$ cat src/rtl/fs_pkg.sv
// Shared definitions for the digit-serial full subtractor: state encodings,
// counter-width helper and a parameter legality check.
package fs_pkg;

  typedef enum logic {
    FS_ST_IDLE = 1'b0,
    FS_ST_RUN  = 1'b1
  } fs_state_e;

  // Counter width for n digits; never narrower than one bit.
  function automatic int fs_clog2_min1(input int n);
    return (n <= 1) ? 1 : $clog2(n);
  endfunction

  function automatic bit fs_div_ok(input int width, input int digit);
    return (digit > 0) && (width >= digit) && ((width % digit) == 0);
  endfunction

endpackage

$ cat src/rtl/fs_digit.sv
// Combinational WIDTH-bit full subtractor: {borrow_out, sub} = in0 - in1 - borrow_in.
// Zero latency, no flow control.
module fs_digit #(
  parameter int WIDTH = 8
) (
  input  logic             borrow_in,
  input  logic [WIDTH-1:0] in0,
  input  logic [WIDTH-1:0] in1,
  output logic [WIDTH-1:0] sub,
  output logic             borrow_out
);

  // One extra bit catches the borrow: it is set exactly when in0 < in1 + borrow_in.
  logic [WIDTH:0] diff;

  assign diff       = {1'b0, in0} - {1'b0, in1} - {{WIDTH{1'b0}}, borrow_in};
  assign sub        = diff[WIDTH-1:0];
  assign borrow_out = diff[WIDTH];

endmodule

$ cat src/rtl/fs_ds_nb.sv
// Digit-serial WIDTH-bit subtractor, DIGIT bits per cycle; done pulses NDIG edges after start is taken.
// start is only sampled while idle (busy=0); requests during a run are dropped.
module fs_ds_nb
  import fs_pkg::*;
#(
  parameter int WIDTH = 32,
  parameter int DIGIT = 8
) (
  input  logic             clk,
  input  logic             rst_n,
  input  logic             start,
  input  logic             borrow_in,
  input  logic [WIDTH-1:0] in0,
  input  logic [WIDTH-1:0] in1,
  output logic             busy,
  output logic             done,
  output logic [WIDTH-1:0] sub,
  output logic             borrow_out,
  output logic             overflow,
  output logic             zero
);

  localparam int NDIG = WIDTH / DIGIT;
  localparam int CW   = fs_clog2_min1(NDIG);
  localparam logic [CW-1:0] LAST = CW'(NDIG - 1);

  generate
    if (!fs_div_ok(WIDTH, DIGIT)) begin : g_bad_param
      $error("fs_ds_nb: WIDTH must be a positive multiple of DIGIT");
    end
  endgenerate

  fs_state_e        state_q, state_d;
  logic [WIDTH-1:0] op_a, op_b, acc, acc_nxt;
  logic             brw, a_sgn, b_sgn;
  logic [CW-1:0]    cnt;
  logic [DIGIT-1:0] dig_sub;
  logic             dig_brw;
  logic             accept, last, finish;

  fs_digit #(.WIDTH(DIGIT)) u_digit (
    .borrow_in (brw),
    .in0       (op_a[DIGIT-1:0]),
    .in1       (op_b[DIGIT-1:0]),
    .sub       (dig_sub),
    .borrow_out(dig_brw)
  );

  // Each new digit enters at the top so after NDIG steps digit 0 sits at the bottom.
  generate
    if (NDIG == 1) begin : g_acc_single
      assign acc_nxt = dig_sub;
    end else begin : g_acc_shift
      assign acc_nxt = {dig_sub, acc[WIDTH-1:DIGIT]};
    end
  endgenerate

  assign busy   = (state_q == FS_ST_RUN);
  assign accept = (state_q == FS_ST_IDLE) && start;
  assign last   = (cnt == LAST);
  assign finish = busy && last;

  always_ff @(posedge clk or negedge rst_n) begin
    if (!rst_n) begin
      state_q <= FS_ST_IDLE;
    end else begin
      state_q <= state_d;
    end
  end

  always_comb begin
    state_d = state_q;
    case (state_q)
      FS_ST_IDLE: if (start) state_d = FS_ST_RUN;
      FS_ST_RUN:  if (last)  state_d = FS_ST_IDLE;
      default:    state_d = FS_ST_IDLE;
    endcase
  end

  always_ff @(posedge clk or negedge rst_n) begin
    if (!rst_n) begin
      op_a       <= '0;
      op_b       <= '0;
      acc        <= '0;
      brw        <= 1'b0;
      cnt        <= '0;
      a_sgn      <= 1'b0;
      b_sgn      <= 1'b0;
      done       <= 1'b0;
      sub        <= '0;
      borrow_out <= 1'b0;
      overflow   <= 1'b0;
      zero       <= 1'b0;
    end else begin
      done <= finish;
      if (accept) begin
        op_a  <= in0;
        op_b  <= in1;
        brw   <= borrow_in;
        cnt   <= '0;
        a_sgn <= in0[WIDTH-1];
        b_sgn <= in1[WIDTH-1];
      end else if (busy) begin
        op_a <= op_a >> DIGIT;
        op_b <= op_b >> DIGIT;
        acc  <= acc_nxt;
        brw  <= dig_brw;
        cnt  <= cnt + 1'b1;
      end
      // Result and flags are taken from the same final accumulator value.
      if (finish) begin
        sub        <= acc_nxt;
        borrow_out <= dig_brw;
        overflow   <= (a_sgn ^ b_sgn) & (acc_nxt[WIDTH-1] ^ a_sgn);
        zero       <= (acc_nxt == '0);
      end
    end
  end

endmodule

$ cat config.mk
export PLATFORM = sky130hd
export DESIGN_NAME = fs_ds_nb
export DESIGN_NICKNAME = d
export VERILOG_FILES = /design/src/rtl/fs_pkg.sv /design/src/rtl/fs_digit.sv /design/src/rtl/fs_ds_nb.sv
export SDC_FILE = /design/constraint.sdc
export NUM_CORES = 1
export LEC_CHECK = 0
export BUFFER_PORTS_ARGS = -buffer_cell sky130_fd_sc_hd__buf_2
export CAP_MARGIN = 20
export CORE_MARGIN = 4
export CORE_UTILIZATION = 60
export DETAILED_ROUTE_END_ITERATION = 12
export MAX_ROUTING_LAYER = met4
export PLACE_DENSITY = 0.85
export SETUP_SLACK_MARGIN = 0.4
export SYNTH_ARGS = -nofsm -noshare
export SYNTH_HDL_FRONTEND = slang
export SYNTH_SLANG_ARGS = --single-unit
export TNS_END_PERCENT = 50
$ cat constraint.sdc
create_clock -name clk -period 4.7 [get_ports clk]
set_input_delay 0.705 -clock clk [delete_from_list [all_inputs] [get_ports clk]]
set_output_delay 0.705 -clock clk [all_outputs]
set_load 0.005 [all_outputs]
==> After elaboration in Yosys (flattened, before gate mapping) <==
Index checks and enable logic that the tools add are counted.
{ "word_totals": {"reg_bits": 138, "word_cells": 38} }
{ "op_classes": {"n_addsub": 3, "eq_ne": 1, "muxes": 11, "bitwise": 5, "reduce_logical": 5} }
{ "op_table": {"columns": ["op", "n"], "rows": [
  ["$mux W32", 4],
  ["$logic_not A32 Y1", 1],
  ["$sub A8 B8 Y9", 1],
  ["$sub A9 B1 Y9", 1],
  ["$mux W1", 4],
  ["$mux W2", 2],
  ["$add A2 B1 Y2 const B", 1],
  ["$eq A2 B2 Y1 const B", 1],
  ["$logic_and A1 B1 Y1", 2],
  ["$not A1 Y1", 2],
  ["$pmux W1 S2", 1],
  ["$reduce_and A2 Y1", 1],
  ["$reduce_bool A2 Y1", 1],
  ["$xor A1 B1 Y1", 2],
  ["$and A1 B1 Y1", 1]
]} }

==> Depth between registers and ports, before layout <==
{ "logic_depth": {"depth_word": 4, "ltp_mapped": 9} }

==> Cells and area by module <==
A second synthesis with hierarchy kept.
{ "hier_totals": {"cells_unflattened": 497, "area_unflattened_um2": 6022.0} }
{ "by_module_without_submodules": {"columns": ["mod", "n_inst", "cells_each", "area_per_inst_um2", "seq_area_each_um2"], "rows": [
  ["fs_ds_nb", 1, 421, 5467.7, 3253.1],
  ["fs_digit", 1, 76, 554.3, 0.0]
]} }

==> Least setup slack after synthesis <==
OpenSTA, ideal clock, no wires.
{ "synth_path": {"path_type": "register -> register", "start": "register op_a[0]", "end": "register zero", "arrival_time_ps": 2493, "required_time_ps": 4608, "slack_ps": 2115, "path_stages_with_launch": 8, "path_buffers": 0, "synth_period_minus_slack_ps": 2585, "cell_sequence": "dfrtp_1 fa_1 ha_1 and2_1 or3_1 a211o_1 or4_4 o31ai_2"} }
{ "synth_between": {"elab_chain_len": 3} }
{ "synth_lines": {"columns": ["item", "line", "text"], "rows": [
  ["from (decl)", "fs_ds_nb.sv:34", "logic [WIDTH-1:0] op_a, op_b, acc, acc_nxt;"],
  ["from (signal assigned)", "fs_ds_nb.sv:97", "op_a <= in0;"],
  ["from (signal assigned)", "fs_ds_nb.sv:104", "op_a <= op_a >> DIGIT;"],
  ["$sub A8 B8 Y9", "fs_digit.sv:16", "assign diff = {1'b0, in0} - {1'b0, in1} - {{WIDTH{1'b0}}, borrow_in};"],
  ["$sub A9 B1 Y9", "fs_digit.sv:16", null],
  ["$logic_not A32 Y1", "fs_ds_nb.sv:115", "zero <= (acc_nxt == '0);"],
  ["to (signal assigned)", "fs_ds_nb.sv:115", null],
  ["to (decl)", "fs_ds_nb.sv:20", "output logic zero"]
]} }
No other way between the ends.
A chain may end at the register's enable or synchronous reset.

==> Worst setup path in the final report <==
Same ends and word-level chain as after synthesis.

==> impl_metrics.json <==
{
  "r2r-end": "zero",
  "yosysTopAreaCell": "dfrtp_1",
  "cts_root_buf": "clkbuf_8",
  "dieHeight_um": 107,
  "clockBufferDepth": 2,
  "ir_drop_mv": 0.391,
  "setup.worst_path.start": "op_a[0]",
  "ys_types": 36,
  "finalSetupViolations": 0,
  "hpwl_um": 8470,
  "finalCriticalPeriod_ns": 2.74,
  "max_cap_violations": 0,
  "clock_latency_ns": 0.52,
  "placementRows": 35,
  "p_switching_mw": 1.97,
  "avgSynthCellArea_um2": 11.5,
  "netlist_instances": 510,
  "endpoint_kind": "flop",
  "cellPowerDensity_nw_per_um2": 774,
  "layout-drive-gt1-share": 0.306,
  "swShare": 0.357,
  "vias": 4101,
  "io_pins": 105,
  "coreArea_um2": 9370,
  "cts.sinks": 130,
  "tightest_slew_ns": 1.05,
  "ff2ff_setup_slack_ns": 1.96,
  "ys.flop_type": "dfrtp_1",
  "async_flop_share": 1.00,
  "p_comb_frac": 0.369,
  "post_cts_resize_count": 0,
  "p_leak_nw": 3.50,
  "hold_path_class": "input pin to asynchronous set/reset pin",
  "required_ns": 5.13,
  "post-cts-setup-buffers": 0,
  "p_int_mw": 3.55,
  "yosysWarnings": 0,
  "cts_tree": "done",
  "gp_congestion": 0.888,
  "grt_usage": 0.249,
  "finalCritPeriodShare": 0.583,
  "grt_pass1_wl_um": 21500,
  "final_core_util": 0.760,
  "critical_path.startpoint_type": "flop",
  "critPathKind": "flop to flop",
  "ys_seq_elements": 130,
  "finalHoldViolCount": 0,
  "drc_errors": 0,
  "grt_pass1_vias": 4336,
  "setup-tns-final_ns": 0,
  "htreeDepth": 4,
  "antenna_found_initial": 0,
  "p_clk_frac": 0.268,
  "synth_area_um2": 5850,
  "timing.rr.start": "op_a[0]",
  "outcome": "completed",
  "crit_fanout": 3,
  "fin_ws_ns": 1.96,
  "r2r_cells": 7,
  "syn_to_final_growth_pct": 21.8,
  "vias_per_cell": 5.47,
  "hold_buffers": 0,
  "slew-limit-headroom": 0.302,
  "hold-worst-slack_ns": 0.254,
  "pre_cts_ws_ns": 2.00,
  "rsz0062_at_grt": "no",
  "die_x_um": 107,
  "p_total_mw": 5.52,
  "synth_nets": 595,
  "fmax_ghz": 0.365,
  "dpl_cell_area_um2": 6460,
  "synth-edff-count": 0,
  "ant_nets": 0,
  "finalNonFillerCells": 750,
  "firstDrtPassIters": 4,
  "synth_area_leaders": "dfrtp_1 (56%), mux2i_1 (11%), mux2_2 (9.2%), o21ai_0 (5.0%), nand2_1 (4.0%)",
  "io_buffers": 104,
  "fin_skew_ns": 0.00746,
  "cts-buffers-inserted": 17,
  "routed_wl_um": 12900,
  "initial_core_util": 0.625,
  "design_area_um2": 7130,
  "clk_pin_slew_ns": 0.06,
  "arrival_ns": 3.17,
  "nets": 693,
  "grt-ovfl-total": 0,
  "drt_iter0_drc": 183,
  "synth_top_area_frac": 0.556,
  "grt_max_degree": 120,
  "ys_seq_area_frac": 0.556,
  "slew_violations": 0,
  "seq_power_share": 0.363,
  "dp.cells": 718,
  "dieArea_um2": 11400,
  "wl_per_cell_um": 17.2
}
[critical path: stages (launching register included)]
cell and delay (ns):
dfrtp_1 0.41, fa_1 0.47, ha_1 0.33, and2_1 0.18, or3_1 0.32, a211o_1 0.30
or4_4 0.48, o31ai_2 0.17
[power by group through the flow]
stage	combinational (mW)	clock, mW	sequential, mW
floorplan	1.48	0	1.87
global placement	1.87	0	1.97
detailed placement	2.00	0	2.01
CTS	2.04	1.49	2.00
global route	2.29	1.55	2.06
finish	2.03	1.48	2.00
[cells in the mapped netlist (all sizes together), types with 3 or more instances]
cell type / count
xnor2: 4
buf: 8
nand2: 62
dfrtp: 130
ha: 15
nor4: 4
clkbuf: 20
nor2: 25
mux2: 48
inv: 27
nand4: 3
and2: 3
mux2i: 66
a21o: 3
o21ai: 59
a21oi: 5
nor3: 3
[metal layers]
metal	vias to the layer above	wire length [um]	track usage
li1	1956	-	-
met1	1991	5120	0.288
met2	129	6690	0.418
met3	25	781	0.0638
met4	0	269	0.102
met5	-	0	-
[cells by family (layout without fill, tap and decap cells)]
| group | after synthesis | in the layout | synth area share |
|---|---|---|---|
| flip-flops | 130 | 130 | 0.556 |
| multiplexers | 114 | 114 | 0.205 |
| AND/OR/NAND/NOR | 109 | 109 | 0.0799 |
| AO/OA/AOI/OAI | 78 | 78 | 0.0746 |
| buffers and inverters | 56 | 166 | 0.0366 |
| adder cells (fa/ha/maj) | 17 | 17 | 0.0389 |
| XOR/XNOR | 6 | 6 | 0.00898 |
| other | 0 | 1 | 0 |
[worst max-delay path by stage]
stage | end | slack (ns)
6_report | zero | 1.96
4_1_cts | zero | 1.97
5_1_grt | zero | 1.89
3_5_place_dp | zero | 2.00
2_1_floorplan | zero | 2.12
3_3_place_gp | zero | 2.06
[area by class of cell]
cell class                      instances  area (um^2)
Sequential cell                       130         3260
Multi-Input combinational cell        324         2390
Fill cell                             643         2240
Timing Repair Buffer                  107          552
Clock buffer                           17          414
Clock inverter                         14          249
Tap cell                              129          161
Inverter                               28          105
Antenna cell                            1         2.50
[cells in the final DEF (no fill, tap or decap), types with 2 or more instances in the layout]
| master | instances |
|---|---|
| xnor2_1 | 4 |
| fa_1 | 2 |
| xor2_1 | 2 |
| nor2_1 | 25 |
| buf_4 | 4 |
| o21ai_0 | 59 |
| buf_2 | 102 |
| nor3_1 | 3 |
| bufinv_16 | 6 |
| clkinv_4 | 2 |
| nor4_1 | 4 |
| inv_6 | 5 |
| nor2b_1 | 2 |
| a31oi_1 | 2 |
| nand2_1 | 62 |
| a211oi_1 | 2 |
| nand2b_1 | 2 |
| and2_1 | 3 |
| inv_1 | 27 |
| clkbuf_16 | 16 |
| a21oi_1 | 5 |
| nand4_1 | 3 |
| a211o_1 | 2 |
| ha_1 | 15 |
| a21o_1 | 3 |
| dfrtp_1 | 129 |
| mux2_2 | 48 |
| mux2i_1 | 66 |
[registers in the layout, indices dropped and copies added (netlist names)]
signal      cells
zero            1
busy            1
sub            32
b_sgn           1
acc            24
a_sgn           1
brw             1
done            1
cnt             2
overflow        1
op_a           32
op_b           32
borrow_out      1
No activity file was read; power rests on OpenSTA's default activity.
